--- src/rtl/rs_data_pkg.sv ---
// Shared types and sizing for the reservation-station data array write path.
package rs_data_pkg;

  localparam int NUM_ENTRIES = 16;
  localparam int XLEN        = 64;
  localparam int ADDR_W      = $clog2(NUM_ENTRIES);
  localparam int DEPTH       = 2;
  localparam int NUM_COLS    = 3;

  typedef enum logic [2:0] {
    IMM_NONE = 3'd0,
    IMM_I    = 3'd1,
    IMM_U    = 3'd2,
    IMM_Z    = 3'd3
  } imm_type_e;

  typedef struct packed {
    logic [ADDR_W-1:0]                 addr;
    logic [NUM_COLS-1:0]               mask;
    logic [NUM_COLS-1:0][XLEN-1:0]     data;
  } fifo_entry_t;

endpackage

--- src/rtl/rs_imm_packer.sv ---
// Packs the instruction immediate into operand column 1 ahead of the FIFO.
module rs_imm_packer
  import rs_data_pkg::*;
(
  input  logic [2:0]      imm_type,
  input  logic [19:0]     imm,
  input  logic [XLEN-1:0] data_1,
  input  logic [2:0]      mask,
  output logic [XLEN-1:0] packed_data_1,
  output logic [2:0]      packed_mask
);

  always_comb begin
    packed_data_1 = data_1;
    packed_mask   = mask;
    case (imm_type)
      IMM_I: begin
        packed_data_1  = {{(XLEN-12){imm[11]}}, imm[11:0]};
        packed_mask[1] = 1'b1;
      end
      IMM_U: begin
        packed_data_1  = {{(XLEN-32){imm[19]}}, imm, 12'h000};
        packed_mask[1] = 1'b1;
      end
      IMM_Z: begin
        packed_data_1  = {{(XLEN-5){1'b0}}, imm[4:0]};
        packed_mask[1] = 1'b1;
      end
      // reserved encodings leave the bundle untouched
      default: ;
    endcase
  end

endmodule

--- src/rtl/rs_data_array_writer.sv ---
// Write-side controller: 2-deep dispatch FIFO plus a registered late-writeback
// port, arbitrating for one write port per operand column.
module rs_data_array_writer
  import rs_data_pkg::*;
(
  input  logic              clock,
  input  logic              reset,
  input  logic              io_enq_valid,
  output logic              io_enq_ready,
  input  logic [ADDR_W-1:0] io_enq_bits_addr,
  input  logic [2:0]        io_enq_bits_mask,
  input  logic [XLEN-1:0]   io_enq_bits_data_0,
  input  logic [XLEN-1:0]   io_enq_bits_data_1,
  input  logic [XLEN-1:0]   io_enq_bits_data_2,
  input  logic [2:0]        io_enq_bits_immType,
  input  logic [19:0]       io_enq_bits_imm,
  input  logic              io_wb_valid,
  input  logic [ADDR_W-1:0] io_wb_bits_addr,
  input  logic [1:0]        io_wb_bits_srcIdx,
  input  logic [XLEN-1:0]   io_wb_bits_data,
  output logic              io_write_0_en,
  output logic [ADDR_W-1:0] io_write_0_addr,
  output logic [XLEN-1:0]   io_write_0_data,
  output logic              io_write_1_en,
  output logic [ADDR_W-1:0] io_write_1_addr,
  output logic [XLEN-1:0]   io_write_1_data,
  output logic              io_write_2_en,
  output logic [ADDR_W-1:0] io_write_2_addr,
  output logic [XLEN-1:0]   io_write_2_data,
  output logic [1:0]        io_count,
  output logic              io_empty
);

  fifo_entry_t fifo_q [DEPTH];
  fifo_entry_t fifo_d [DEPTH];
  fifo_entry_t enq_entry;
  fifo_entry_t head;
  logic        rd_ptr;
  logic        wr_ptr;
  logic [1:0]  count;

  logic              wb_q_valid;
  logic [ADDR_W-1:0] wb_q_addr;
  logic [1:0]        wb_q_src;
  logic [XLEN-1:0]   wb_q_data;

  logic [XLEN-1:0]     packed_data_1;
  logic [2:0]          packed_mask;
  logic [NUM_COLS-1:0] wb_col;
  logic [DEPTH-1:0]    slot_valid;
  logic                enq_fire;
  logic                head_valid;
  logic                conflict;
  logic                pop;
  logic                head_write;

  logic [NUM_COLS-1:0]             col_en;
  logic [NUM_COLS-1:0][ADDR_W-1:0] col_addr;
  logic [NUM_COLS-1:0][XLEN-1:0]   col_data;

  rs_imm_packer u_imm_packer (
    .imm_type      (io_enq_bits_immType),
    .imm           (io_enq_bits_imm),
    .data_1        (io_enq_bits_data_1),
    .mask          (io_enq_bits_mask),
    .packed_data_1 (packed_data_1),
    .packed_mask   (packed_mask)
  );

  // srcIdx 3 decodes to no column, so it neither writes nor forwards
  always_comb begin
    for (int c = 0; c < NUM_COLS; c++) begin
      wb_col[c] = wb_q_valid && (wb_q_src == 2'(c));
    end
  end

  always_comb begin
    for (int k = 0; k < DEPTH; k++) begin
      slot_valid[k] = (count == 2'd2) || ((count == 2'd1) && (rd_ptr == 1'(k)));
    end
  end

  assign io_enq_ready = (count < 2'(DEPTH));
  assign enq_fire     = io_enq_valid && io_enq_ready;
  assign head         = fifo_q[rd_ptr];
  assign head_valid   = (count != 2'd0);
  assign conflict     = |(head.mask & wb_col);
  assign pop          = head_valid && !conflict;
  assign head_write   = pop && (head.mask != 3'b000);

  always_comb begin
    enq_entry.addr = io_enq_bits_addr;
    enq_entry.mask = packed_mask;
    enq_entry.data = {io_enq_bits_data_2, packed_data_1, io_enq_bits_data_0};
    for (int c = 0; c < NUM_COLS; c++) begin
      if (wb_col[c] && (io_enq_bits_addr == wb_q_addr) && packed_mask[c]) begin
        enq_entry.data[c] = wb_q_data;
      end
    end
  end

  // Stale-overwrite protection: buffered operands pick up the newer writeback
  always_comb begin
    fifo_d = fifo_q;
    for (int k = 0; k < DEPTH; k++) begin
      for (int c = 0; c < NUM_COLS; c++) begin
        if (slot_valid[k] && wb_col[c] && (fifo_q[k].addr == wb_q_addr) && fifo_q[k].mask[c]) begin
          fifo_d[k].data[c] = wb_q_data;
        end
      end
    end
    if (enq_fire) begin
      fifo_d[wr_ptr] = enq_entry;
    end
  end

  always_ff @(posedge clock or posedge reset) begin
    if (reset) begin
      for (int k = 0; k < DEPTH; k++) begin
        fifo_q[k] <= '0;
      end
      rd_ptr     <= 1'b0;
      wr_ptr     <= 1'b0;
      count      <= 2'd0;
      wb_q_valid <= 1'b0;
      wb_q_addr  <= '0;
      wb_q_src   <= 2'd0;
      wb_q_data  <= '0;
    end else begin
      fifo_q     <= fifo_d;
      wb_q_valid <= io_wb_valid;
      wb_q_addr  <= io_wb_bits_addr;
      wb_q_src   <= io_wb_bits_srcIdx;
      wb_q_data  <= io_wb_bits_data;
      if (enq_fire) wr_ptr <= ~wr_ptr;
      if (pop)      rd_ptr <= ~rd_ptr;
      case ({enq_fire, pop})
        2'b10:   count <= count + 2'd1;
        2'b01:   count <= count - 2'd1;
        default: count <= count;
      endcase
    end
  end

  // The head only writes when it has no column in common with wb_q
  always_comb begin
    for (int c = 0; c < NUM_COLS; c++) begin
      col_en[c]   = 1'b0;
      col_addr[c] = '0;
      col_data[c] = '0;
      if (wb_col[c]) begin
        col_en[c]   = 1'b1;
        col_addr[c] = wb_q_addr;
        col_data[c] = wb_q_data;
      end else if (head_write && head.mask[c]) begin
        col_en[c]   = 1'b1;
        col_addr[c] = head.addr;
        col_data[c] = head.data[c];
      end
    end
  end

  assign io_write_0_en   = col_en[0];
  assign io_write_0_addr = col_addr[0];
  assign io_write_0_data = col_data[0];
  assign io_write_1_en   = col_en[1];
  assign io_write_1_addr = col_addr[1];
  assign io_write_1_data = col_data[1];
  assign io_write_2_en   = col_en[2];
  assign io_write_2_addr = col_addr[2];
  assign io_write_2_data = col_data[2];
  assign io_count        = count;
  assign io_empty        = (count == 2'd0);

endmodule
--- config.mk ---
export PLATFORM = sky130hd
export DESIGN_NAME = rs_data_array_writer
export DESIGN_NICKNAME = d
export VERILOG_FILES = /design/src/rtl/rs_data_pkg.sv /design/src/rtl/rs_imm_packer.sv /design/src/rtl/rs_data_array_writer.sv
export SDC_FILE = /design/constraint.sdc
export NUM_CORES = 1
export LEC_CHECK = 0
export BUFFER_PORTS_ARGS = -buffer_cell sky130_fd_sc_hd__buf_2
export CORE_ASPECT_RATIO = 0.6
export CORE_MARGIN = 5
export CORE_UTILIZATION = 25
export CTS_BUF_LIST = sky130_fd_sc_hd__clkbuf_4 sky130_fd_sc_hd__clkbuf_8 sky130_fd_sc_hd__clkbuf_16
export CTS_CLUSTER_DIAMETER = 50
export DETAILED_ROUTE_END_ITERATION = 8
export GPL_TIMING_DRIVEN = 1
export PLACE_DENSITY = 0.44
export REMOVE_ABC_BUFFERS = 1
export SLEW_MARGIN = 20
export SYNTH_ARGS = -nofsm -noshare
export SYNTH_HDL_FRONTEND = slang
export SYNTH_SLANG_ARGS = --single-unit
--- constraint.sdc ---
create_clock -name clock -period 14.34 [get_ports clock]
set_input_delay 2.151 -clock clock [delete_from_list [all_inputs] [get_ports clock]]
set_output_delay 2.151 -clock clock [all_outputs]
set_load 0.02 [all_outputs]
==> results.md <==
- Via count: 22700
- Routability cong.: 0.767
- Max-cap viol count: 0
- Async SR Flop Fraction: 100%
- Status: completed
- Final core utilization: 31.2%
- CTS buffer count: 60
- Yosys Warn Count: 0
- Final setup fails: 0
- DP HPWL: 73.9 mm
- Kind of critical path: reg2out
- Cell Rows: 89
- Core area: ~98000 µm²
- Antenna violations before repair: 17
- Worst-path fanout max: 55
- Vias in the first global route: ~22000
- 1st-pass router iterations: 5
- Ports: between 500 and 600
- Fin Hold WS: 483 ps
- Post-synthesis cell type count: 67
- Max clock buf depth: 3
- Final Max Tran Viols: 0
- Largest net degree at the start of global routing: 155
- DR WL/cell: roughly 27 µm
- Die Y: 254 µm
- Setup WS pre-CTS: 8390 ps
- Fmax: between 0.15 and 0.2 GHz
- Clock Skew: 29.6 ps
- Crit path arrival time: 4190 ps
- Final Hold Vio Count: 0
- Worst Path Required: 12190 ps
- Count leader, synth: dfrtp_1
- Starting Density: 25.2%
- CTS HTree Levels: 2
- DIE AREA: 106000 µm²
- Post-synth EDFFs: 0
- # DRC: 0
- Mean post-synth cell area: 9.83 µm²
- Final worst-path cycle share: 44.2%
- Synthesized instance count: about 2500
- Cell total after placement: 4165
- Total wire length: 117 mm
- Post-synth top cells: 473 x dfrtp_1, 293 x nor2_1, 280 x nand2_1
- Layout cell share with drive strength beyond 1: 25.5%
- Port bufs: 506
- Worst skew pair latency: 630 ps
- Synth Flop Type: dfrtp_1
- Setup Fix Bufs, Post-CTS: 0
- CTS root buffer: clkbuf_16
- Leakage power total: between 10 and 15 nW
- CTS tree: built
- Routed vias/inst: 5.29
- Antenna Nets Post-Route: 0
- Power Dens Cells: ~220 nW/µm²
- Register bit count reported by yosys: 473
- Max incr delay on CP: about 1100 ps
- Nets: 3209
- Slowest cell on the critical path: dfrtp_4
- Die Span X: 416 µm
- Synth top area cells: dfrtp_1 48%, a221o_1 8.8%, mux2i_1 8.0%, nor2_1 4.4%, nand2_1 4.2%
- CTS Hold Bufs: 0
- Final Instance Count excl. Fillers: 4286
- Mapped Area: approximately 25000 µm²
- CP Cell Sequence: mux2_1 > nand2_1 > a31oi_4 > buf_4 > a211oi_1 > buf_2
- DRT iter0 DRCs: 2302
- Final worst slack: 8000 ps
- CP endpoint kind: primary output
- All-Layer GR Usage: 21.1%
- CP startpoint kind: register
- First-pass GRT wire length: between 150 and 200 mm
- Final min period: 6340 ps
- Seq/Total Area, Yosys: between 40% and 50%
- # resized after CTS: 0
- Area grow syn2layout: 23.7%
- Slew margin rel.: 18.4%
- Maximum VDD drop: approximately 0.14 mV
- GRT Residual Overflow: 0
- Clk sinks: 473
- Biggest area consumer among synthesized cells: dfrtp_1
- Design Power: approximately 7 mW
- Worst Max-Slew Pin Slew: 1220 ps
- Post-synth top area share: 47.8%
- Hold Path Class: reg2reg
- RSZ-0062 raised after global routing: no
- Clk slew on worst S/H paths: 50 ps
==> routing by layer <==
| metal | up-vias | global-route usage (%) | routed length, µm |
|---|---|---|---|
| met5 | - | 0 | 80 |
| met4 | 12 | 4.46 | 1920 |
| met3 | 148 | 4.22 | 8290 |
| met2 | 1002 | 33.1 | 53000 |
| met1 | 11400 | 30.3 | 53200 |
| li1 | 10100 | - | - |
==> cells in the final DEF, fill, tap and decap left out, types with 15 or more instances in the layout <==
| cell | netlist | layout |
|---|---|---|
| buf_2 | 86 | 505 |
| a22oi_1 | 45 | 45 |
| a221o_1 | 218 | 218 |
| nor3_1 | 73 | 73 |
| nand3_1 | 21 | 20 |
| nor2b_1 | 16 | 16 |
| dfrtp_1 | 473 | 472 |
| nor2_1 | 293 | 291 |
| o22ai_1 | 15 | 15 |
| a221oi_1 | 59 | 59 |
| o21ai_0 | 172 | 172 |
| clkbuf_16 | 0 | 62 |
| o221a_2 | 38 | 38 |
| inv_1 | 142 | 141 |
| buf_4 | 10 | 45 |
| o21a_1 | 34 | 34 |
| nand2_1 | 280 | 280 |
| and3_1 | 20 | 20 |
| mux2i_1 | 198 | 198 |
| o221a_1 | 32 | 32 |
| a211oi_1 | 67 | 67 |
==> registers in the layout, indices dropped and copies added, names as in the netlist <==
name        count
fifo_q        398
io_count        2
rd_ptr          1
wb_q_addr       4
wb_q_data      64
wb_q_src        2
wb_q_valid      1
wr_ptr          1
==> report_power, final <==
part | leakage (nW) | internal [mW] | switching [mW] | total (mW)
Combinational | 7.37 | 1.16 | 1.76 | 2.92
Clock | 1.05 | 0.974 | 0.674 | 1.65
Sequential | 5.64 | 1.88 | 0.393 | 2.28
Total | 14.1 | 4.02 | 2.82 | 6.84
==> metrics by stage <==
stage / TNS (ps) / cell area (µm²)
after floorplan: -475420 / 23600
after global placement: 0 / 28400
after detailed placement: 0 / 28400
after CTS: 0 / 30600
after global routing: 0 / 30600
final: 0 / 30600
==> cell type report <==
cell class / instances / area (µm²)
Clock inverter: 34 / 422
Sequential cell: 473 / 11800
Multi-Input combinational cell: 1676 / 11500
Timing Repair Buffer: 556 / 2980
Inverter: 142 / 541
Clock buffer: 78 / 1710
Antenna cell: 8 / 20.0
Tap cell: 1319 / 1650
Fill cell: 10300 / 67600
==> logic make-up (layout without fill, tap and decap cells) <==
group,Yosys count,count (layout),synth area share [%]
other,0,8,0
DFF,473,473,47.8
AOI/OAI and AO/OA,724,724,23.9
muxes,199,199,8.05
and+or+nand+nor,734,734,12.7
xor gates and xnor gates,15,15,0.652
adders and majority gates,4,4,0.202
buffers and inverters,370,810,6.62
==> final timing paths <==
check | from | to | slack, ps | cells after the start
worst max-delay path | rd_ptr$_DFFE_PP0P_ | io_write_1_data[49] | 8000 | 6
worst min-delay path | fifo_q[392]$_DFFE_PP0P_ | fifo_q[392]$_DFFE_PP0P_ | 480 | 2
worst max register to register | wb_q_src[0]$_DFF_PP0_ | fifo_q[70]$_DFF_PP0_ | 10240 | 6
worst min register to register | fifo_q[392]$_DFFE_PP0P_ | fifo_q[392]$_DFFE_PP0P_ | 480 | 2
max in group asynchronous | reset | fifo_q[251]$_DFF_PP0_ | 10460 | 4
min in group asynchronous | reset | fifo_q[240]$_DFF_PP0_ | 1560 | 2
==> critical path: cells and delay by family (launching register included) <==
family / cells / cell delay, ps
AOI/OAI and AO/OA: 2 / 930
buffers and inverters: 2 / 950
DFF: 1 / 1100
muxes: 1 / 310
and+or+nand+nor: 1 / 170
Note: power is estimated with default switching activity, not from simulation.
